<file path="src/rtl/key_event_decoder_if.sv">
// Key sample stream and decoded event pulses between the debouncer side and the decoder.
//   key_value, key_valid, clear : sample stream and abort, driven by master
//   key_state                   : registered pressed level, driven by slave
//   short_press .. long_release : one-cycle event pulses, driven by slave
interface key_event_decoder_if;
    logic key_value;
    logic key_valid;
    logic clear;
    logic key_state;
    logic short_press;
    logic double_press;
    logic long_press;
    logic repeat_press;
    logic long_release;

    modport master (
        output key_value, key_valid, clear,
        input  key_state, short_press, double_press, long_press, repeat_press, long_release
    );

    modport slave (
        input  key_value, key_valid, clear,
        output key_state, short_press, double_press, long_press, repeat_press, long_release
    );
endinterface

</file>
<file path="src/rtl/key_event_decoder.sv">
// Classifies debounced key samples into short/double/long/repeat/long-release pulses.
// All timing is counted in valid samples (ticks), not clk cycles.
//   clk, rstn : clock, asynchronous active-low reset
//   bus       : slave side of key_event_decoder_if (samples in, registered events out)
module key_event_decoder #(
    parameter logic        ACTIVE_LEVEL = 1'b0,
    parameter int unsigned LONG_TICKS   = 50,
    parameter int unsigned REPEAT_TICKS = 10,
    parameter int unsigned DCLICK_TICKS = 15
) (
    input logic               clk,
    input logic               rstn,
    key_event_decoder_if.slave bus
);

    localparam int unsigned MAX_LR    = (LONG_TICKS > REPEAT_TICKS) ? LONG_TICKS : REPEAT_TICKS;
    localparam int unsigned MAX_TICKS = (MAX_LR > DCLICK_TICKS) ? MAX_LR : DCLICK_TICKS;
    localparam int unsigned CW        = $clog2(MAX_TICKS + 1);

    // Terminal counts; zero-tick settings are guarded at the use site.
    localparam logic [CW-1:0] LONG_LAST   = CW'(LONG_TICKS - 1);
    localparam logic [CW-1:0] REPEAT_LAST = CW'((REPEAT_TICKS == 0) ? 0 : REPEAT_TICKS - 1);
    localparam logic [CW-1:0] DCLICK_LAST = CW'((DCLICK_TICKS == 0) ? 0 : DCLICK_TICKS - 1);

    typedef enum logic [2:0] {
        IDLE   = 3'd0,
        PRESS1 = 3'd1,
        GAP    = 3'd2,
        PRESS2 = 3'd3,
        LONG   = 3'd4
    } state_t;

    state_t        state, state_nxt;
    logic [CW-1:0] cnt, cnt_nxt;
    logic          key_state_q, key_state_nxt;
    logic          short_q, double_q, long_q, repeat_q, release_q;
    logic          short_nxt, double_nxt, long_nxt, repeat_nxt, release_nxt;
    logic          p;

    assign p = (bus.key_value == ACTIVE_LEVEL);

    // State, counter and registered outputs.
    always_ff @(posedge clk or negedge rstn) begin
        if (!rstn) begin
            state       <= IDLE;
            cnt         <= '0;
            key_state_q <= 1'b0;
            short_q     <= 1'b0;
            double_q    <= 1'b0;
            long_q      <= 1'b0;
            repeat_q    <= 1'b0;
            release_q   <= 1'b0;
        end else begin
            state       <= state_nxt;
            cnt         <= cnt_nxt;
            key_state_q <= key_state_nxt;
            short_q     <= short_nxt;
            double_q    <= double_nxt;
            long_q      <= long_nxt;
            repeat_q    <= repeat_nxt;
            release_q   <= release_nxt;
        end
    end

    // Next state and event decode; clear wins over a coincident sample.
    always_comb begin
        state_nxt     = state;
        cnt_nxt       = cnt;
        key_state_nxt = key_state_q;
        short_nxt     = 1'b0;
        double_nxt    = 1'b0;
        long_nxt      = 1'b0;
        repeat_nxt    = 1'b0;
        release_nxt   = 1'b0;

        if (bus.clear) begin
            state_nxt = IDLE;
            cnt_nxt   = '0;
        end else if (bus.key_valid) begin
            key_state_nxt = p;
            case (state)
                IDLE: begin
                    if (p) begin
                        state_nxt = PRESS1;
                        cnt_nxt   = CW'(1);
                    end
                end
                PRESS1: begin
                    if (p) begin
                        if (cnt == LONG_LAST) begin
                            long_nxt  = 1'b1;
                            state_nxt = LONG;
                            cnt_nxt   = '0;
                        end else begin
                            cnt_nxt = cnt + CW'(1);
                        end
                    end else if (DCLICK_TICKS == 0) begin
                        short_nxt = 1'b1;
                        state_nxt = IDLE;
                        cnt_nxt   = '0;
                    end else begin
                        state_nxt = GAP;
                        cnt_nxt   = CW'(1);
                    end
                end
                GAP: begin
                    if (p) begin
                        state_nxt = PRESS2;
                        cnt_nxt   = '0;
                    end else if (cnt >= DCLICK_LAST) begin
                        short_nxt = 1'b1;
                        state_nxt = IDLE;
                        cnt_nxt   = '0;
                    end else begin
                        cnt_nxt = cnt + CW'(1);
                    end
                end
                PRESS2: begin
                    if (!p) begin
                        double_nxt = 1'b1;
                        state_nxt  = IDLE;
                        cnt_nxt    = '0;
                    end
                end
                LONG: begin
                    if (!p) begin
                        release_nxt = 1'b1;
                        state_nxt   = IDLE;
                        cnt_nxt     = '0;
                    end else if ((REPEAT_TICKS != 0) && (cnt == REPEAT_LAST)) begin
                        repeat_nxt = 1'b1;
                        cnt_nxt    = '0;
                    end else if (cnt != '1) begin
                        cnt_nxt = cnt + CW'(1);
                    end
                end
                default: begin
                    state_nxt = IDLE;
                    cnt_nxt   = '0;
                end
            endcase
        end
    end

    assign bus.key_state    = key_state_q;
    assign bus.short_press  = short_q;
    assign bus.double_press = double_q;
    assign bus.long_press   = long_q;
    assign bus.repeat_press = repeat_q;
    assign bus.long_release = release_q;

endmodule

</file>
<file path="src/flat_wrapper.sv">
// flat-port wrapper written by rule: the top's interface ports become plain ports
module key_event_decoder_flat 
#(
    parameter logic        ACTIVE_LEVEL = 1'b0,
    parameter int unsigned LONG_TICKS   = 50,
    parameter int unsigned REPEAT_TICKS = 10,
    parameter int unsigned DCLICK_TICKS = 15
)
  (clk, rstn, bus_key_value, bus_key_valid, bus_clear, bus_key_state, bus_short_press, bus_double_press, bus_long_press, bus_repeat_press, bus_long_release);
  key_event_decoder_if bus_i ();
  input logic clk;
  input logic rstn;
  input wire logic [$bits(bus_i.key_value)-1:0] bus_key_value;
  input wire logic [$bits(bus_i.key_valid)-1:0] bus_key_valid;
  input wire logic [$bits(bus_i.clear)-1:0] bus_clear;
  output wire logic [$bits(bus_i.key_state)-1:0] bus_key_state;
  output wire logic [$bits(bus_i.short_press)-1:0] bus_short_press;
  output wire logic [$bits(bus_i.double_press)-1:0] bus_double_press;
  output wire logic [$bits(bus_i.long_press)-1:0] bus_long_press;
  output wire logic [$bits(bus_i.repeat_press)-1:0] bus_repeat_press;
  output wire logic [$bits(bus_i.long_release)-1:0] bus_long_release;
  assign bus_i.key_value = bus_key_value;
  assign bus_i.key_valid = bus_key_valid;
  assign bus_i.clear = bus_clear;
  assign bus_key_state = bus_i.key_state;
  assign bus_short_press = bus_i.short_press;
  assign bus_double_press = bus_i.double_press;
  assign bus_long_press = bus_i.long_press;
  assign bus_repeat_press = bus_i.repeat_press;
  assign bus_long_release = bus_i.long_release;
  key_event_decoder #(.ACTIVE_LEVEL(ACTIVE_LEVEL), .LONG_TICKS(LONG_TICKS), .REPEAT_TICKS(REPEAT_TICKS), .DCLICK_TICKS(DCLICK_TICKS)) u_core (.clk(clk), .rstn(rstn), .bus(bus_i));
endmodule
</file>
<file path="config.mk">
export PLATFORM = sky130hd
export DESIGN_NAME = key_event_decoder_flat
export DESIGN_NICKNAME = d
export VERILOG_FILES = /design/src/rtl/key_event_decoder_if.sv /design/src/rtl/key_event_decoder.sv /design/src/flat_wrapper.sv
export SDC_FILE = /design/constraint.sdc
export NUM_CORES = 1
export LEC_CHECK = 0
export CORE_MARGIN = 4
export CORE_UTILIZATION = 51
export CTS_BUF_LIST = sky130_fd_sc_hd__clkbuf_2 sky130_fd_sc_hd__clkbuf_4 sky130_fd_sc_hd__clkbuf_8
export DETAILED_ROUTE_END_ITERATION = 7
export PLACE_DENSITY = 0.72
export SLEW_MARGIN = 5
export SYNTH_ARGS = -nofsm -noshare
export SYNTH_HDL_FRONTEND = slang
export SYNTH_SLANG_ARGS = --single-unit
</file>
<file path="constraint.sdc">
create_clock -name clk -period 1.8 [get_ports clk]
set_clock_uncertainty 0.15 [all_clocks]
set_input_delay 0.36 -clock clk [delete_from_list [all_inputs] [get_ports clk]]
set_output_delay 0.36 -clock clk [all_outputs]
set_load 0.005 [all_outputs]
</file>
# After elaboration in Yosys (flattened, before gate mapping)

Index checks and enable logic that the tools add are counted.

Flip-flop bits (word level): 15
Input bits: 5
Output and inout bits: 6

Add/subtract/negate cells: 1
Magnitude comparators: 1
Equality and inequality tests: 13
Mux-type cells: 43
Bitwise operators: 2
Reduce and logical (&&, ||, !) cells: 6

Operator list:

| kind                | number |
|---|---|
| $mux 6              | 11 |
| $pmux 6 s5          | 1 |
| $mux 3              | 8 |
| $mux 1              | 22 |
| $pmux 3 s4          | 1 |
| $ne 4x3->1 const B  | 2 |
| $add 6x1->6 const B | 1 |
| $eq 3x2->1 const B  | 2 |
| $eq 6x4->1 const B  | 1 |
| $eq 6x6->1 const B  | 1 |
| $ge 6x4->1 const B  | 1 |
| $ne 3x3->1 const B  | 2 |
| $ne 6x6->1 const B  | 1 |
| $ne 5x3->1 const B  | 1 |
| $reduce_and 5->1    | 1 |
| $reduce_and 4->1    | 1 |
| $eq 3x1->1 const B  | 1 |
| $eq 3x3->1 const B  | 1 |
| $logic_not 3->1     | 1 |
| $ne 3x1->1 const B  | 1 |
| $not 1->1           | 2 |
| $reduce_and 2->1    | 1 |
| $reduce_bool 2->1   | 1 |
| $reduce_or 2->1     | 1 |

# Logic depth before layout (Yosys ltp)

Depth in word-level cells: 7
Mapped depth: 7

# Worst setup path after synthesis

No wires, ideal clock.

Kind: register to register
From: register u_core.cnt[0]
To: register u_core.cnt[2]
Arrival: 1.560 ns
Data required time: 1.524 ns
Slack: -0.036 ns
Stages on the path, launching flop included: 7
Path buffers: 1
Period minus slack after synthesis: 1.836 ns
Cells stage by stage: dfrtp_1 > ha_1 > and3_1 > nand4_1 > a41oi_2 > buf_2 > a221o_1

Longest elaborated chain between the ends: 7

RTL lines:

| what                   | RTL line                                                                    | text |
|---|---|---|
| start, declared        | key_event_decoder.sv:34                                                     | `logic [CW-1:0] cnt, cnt_nxt;` |
| start signal, assigned | key_event_decoder.sv:55                                                     | `cnt <= cnt_nxt;` |
| $add 6x1->6            | key_event_decoder.sv:95, key_event_decoder.sv:115, key_event_decoder.sv:134 |  |
| $mux 6                 | key_event_decoder.sv:133                                                    | `end else if (cnt != '1) begin` |
| $mux 6                 | key_event_decoder.sv:130                                                    | `end else if ((REPEAT_TICKS != 0) && (cnt == REPEAT_LAST)) begin` |
| $mux 6                 | key_event_decoder.sv:126                                                    | `if (!p) begin` |
| $pmux 6 s5             | key_event_decoder.sv:81                                                     | `case (state)` |
| $mux 6                 | key_event_decoder.sv:79                                                     | `end else if (bus.key_valid) begin` |
| $mux 6                 | key_event_decoder.sv:76                                                     | `if (bus.clear) begin` |

Parallel ways exist; a longest one is shown, timed or not. The select of a mux whose other input is x is not followed.
A chain may end at the register's enable or synchronous reset.

# Final worst setup path

From: register u_core.state[0]
To: register u_core.cnt[3]

Longest elaborated chain between the ends: 4

RTL lines:

| what                                     | RTL line                | text |
|---|---|---|
| start, declared                          | key_event_decoder.sv:33 | `state_t state, state_nxt;` |
| start signal, assigned                   | key_event_decoder.sv:54 | `state <= state_nxt;` |
| $eq 3x3->1, or another cell as far along | key_event_decoder.sv:81 |  |
| $pmux 6 s5                               | key_event_decoder.sv:81 |  |
| $mux 6                                   | key_event_decoder.sv:79 |  |
| $mux 6                                   | key_event_decoder.sv:76 |  |

Parallel ways exist; a longest one is shown, timed or not. The select of a mux whose other input is x is not followed.

==> reports/results.ini <==
[global_routing]
grt_pass1_wl_um=4374
grt_start_max_net_pins=16
grt_overflow=0
grtUsageTotal_pct=22.78
grt_pass1_vias=948
antenna_found_initial=0

[clocking]
clkTransAtPathRegs_ns=0.10
cts_buffers=3
hold_buffers=0
cts_max_path_buffers=2
cts-root-buf=clkbuf_4
cts_tree=built
cts_sinks=15
h-tree-depth=1
clock_latency_ns=0.30

[timing]
drv_slew=0
rsz0062_at_grt=yes
fin_tns_setup_ns=-1.133
setup_viol=8
tightest_slew_ns=0.5179
hold_viol=0
max-slew-margin-rel_pct=65.04
fmax_mhz=499.2
layout_setup_ws_ns=-0.2034
period_share_pct=111.3
fin_crit_ns=2.003

[power]
ir_worst_vdd_mv=0.4046
pwr_density_cell_nw_per_um2=510.1
p_leak_uw=0.0006279

[die]
dieArea_um2=2663
rows=15
num_io_pins=11
core_area_um2=1764
die_h_um=51.61
floorplan.initialDensity_pct=54.96
fp.dieW_um=51.61

[flow_run]
maxCapViolations=0

[logic_synthesis]
synth.lib_cells_used.distinct=41
synth_top_family_by_area=simple AND/OR/NAND/NOR gates
synthXorXnorAreaFrac_pct=0
synth_compound_area_share_pct=23.48
synth_nets=114
synthCells=106
synth_area_um2=969.7
synth_fa_ha_area_share_pct=3.871
synth-simple-area-share_pct=28.77
synth-seq-area-share_pct=38.71
yosys_register_bits=15
synthMuxAreaShare_pct=0
postSynthAreaPerCell_um2=9.148
yosys_warnings=0

[routing]
vias_per_cell=6.121
drc_errors=0
wire_per_inst_um=17.50
drtIter0Drc=61
first_pass_iters=4
ant_nets=0
vias=1059
wirelength_um=3028

[place]
port_buffers=10
dp_slack_ns=-0.5007
gp_congestion=0.9079
placed_cell_area_um2=1324
dp_hpwl_um=1913

[finish]
utilization_pct=81.49
antenna_cells=0
layout-drive-gt1-share_pct=37.84
fin_area_um2=1438
nets=157
fill_cells=126
layout_commonest_cell=buf_4
area_growth_pct=48.26
mostFrequentLayoutCells=buf_4 (34), dfrtp_1 (14), nand2_1 (12), clkdlybuf4s50_1 (9), nor2_1 (6)

[critical_path]
worstPathArrival_ns=2.10
crit_start=u_core.state[0]$_DFFE_PN0P_
critPathMaxStageDelay_ns=0.47
worstPathRequired_ns=1.90
timing.rr.start=u_core.state[0]$_DFFE_PN0P_
cp_max_fo=7
worstSetupPathType=register to register
reg2regPathDepth=6
endpoint_kind=register
cp-start-kind=register
critical_path.slowest_cell=dfrtp_1
crit_chain=buf_4 > nor4bb_2 > nand3_2 > a31oi_4 > and3_4 > a221o_1

[status]
status=finished with violations
violations=negative setup slack

[min_path]
hold_path_class=input port to asynchronous set/reset pin

## per-stage QoR
stage	power, uW	cells	hold WS, ns
3_5_place_dp	504.4	168	0.3213
4_1_cts	715.2	172	0.2188
5_1_grt	764.9	173	0.2309
6_report	733.4	173	0.2024
3_3_place_gp	501.0	168	0.3112
2_1_floorplan	419.3	106	-0.08559
## power by group
group	total (uW)	internal, uW	switching, uW	leakage (uW)
Sequential	356	345	11.0	0.000204
Combinational	172	91.3	80.8	0.000406
Clock	205	83.0	122	0.0000177
## cell usage after synthesis, drive strengths merged
cell    number  share of area, %
a21o         1              0.77
a21oi        4               2.1
a221o        2               2.1
a22o         2               1.8
a31o         2               2.7
a31oi        2               2.8
a41oi        1               1.7
and2         1              0.65
and3         2               1.3
and3b        2               1.8
buf          7               3.6
dfrtp       15                39
ha           3               3.9
inv          4               1.5
nand2       12               4.6
nand2b       4               2.6
nand3        5               2.6
nand4        1              0.65
nand4b       1              0.90
nor2         7               2.7
nor2b        2               1.3
nor3         4               2.1
nor3b        1              0.77
nor4         1              0.65
nor4b        2               1.8
nor4bb       1               1.0
o211ai       2               1.5
o21ai        5               2.6
o311a        1               1.0
o311ai       2               1.8
o31a         1              0.90
o31ai        1              0.77
o32ai        1              0.90
or2          2               1.3
or3          1              0.65
or4b         1               1.4
## final timing paths
| check | end | slack [ns] |
|---|---|---|
| hold / removal | u_core.cnt[5]$_DFFE_PN0P_ | 0.20 |
| hold reg to reg | u_core.bus.key_state$_DFFE_PN0P_ | 0.34 |
| max in group asynchronous | u_core.state[2]$_DFFE_PN0P_ | 1.10 |
| setup / recovery | u_core.cnt[3]$_DFFE_PN0P_ | -0.20 |
| setup reg to reg | u_core.cnt[3]$_DFFE_PN0P_ | -0.20 |
| min in group clk | u_core.bus.key_state$_DFFE_PN0P_ | 0.34 |
## state kept, by name, summed over array words and instances, names as in the netlist
| name | cells |
|---|---|
| u_core.bus.repeat_press | 1 |
| u_core.cnt | 6 |
| u_core.bus.key_state | 1 |
| u_core.bus.long_press | 1 |
| u_core.bus.short_press | 1 |
| u_core.state | 3 |
| u_core.bus.double_press | 1 |
| u_core.bus.long_release | 1 |
## layout make-up
| cell class | count | area, um^2 | area share [%] |
|---|---|---|---|
| inverter | 4 | 17.52 | 1.218 |
| sequential | 15 | 376.6 | 26.20 |
| clock buffer | 3 | 22.52 | 1.567 |
| timing repair buffer | 45 | 365.4 | 25.41 |
| clock inverter | 1 | 5.005 | 0.3481 |
| multi-input combinational | 80 | 619.3 | 43.08 |
| tap | 25 | 31.28 | 2.176 |
## worst max-delay path, delay by kind of cell (launching register included)
family | cells | cell delay [ns]
DFF | 1 | 0.47
and+or+nand+nor | 3 | 0.76
AOI/OAI and AO/OA | 2 | 0.37
buffers and inverters | 1 | 0.20
## metal layers
layer  GRT usage (%)  vias up  share of wire, %
met5               0        -                 0
met4           9.170        0               3.3
met3           6.304       16               9.6
met2           34.96       79                47
met1           30.14      487                40
li1                -      477                 -
## timing repair
| action | 4_1_cts | 5_1_grt |
|---|---|---|
| resized for setup | 10 | 8 |
| endpoints found under the setup margin | 8 | 8 |
| buffers inserted | 0 | 1 |
| pin swaps | 5 | 6 |
## cell families (layout without fill, tap and decap cells)
group / after synthesis / after routing
DFF: 15 / 15
AOI/OAI and AO/OA: 27 / 27
adders and majority gates: 3 / 3
buffers and inverters: 11 / 53
and+or+nand+nor: 50 / 50
(Power assumes the default switching activity.)
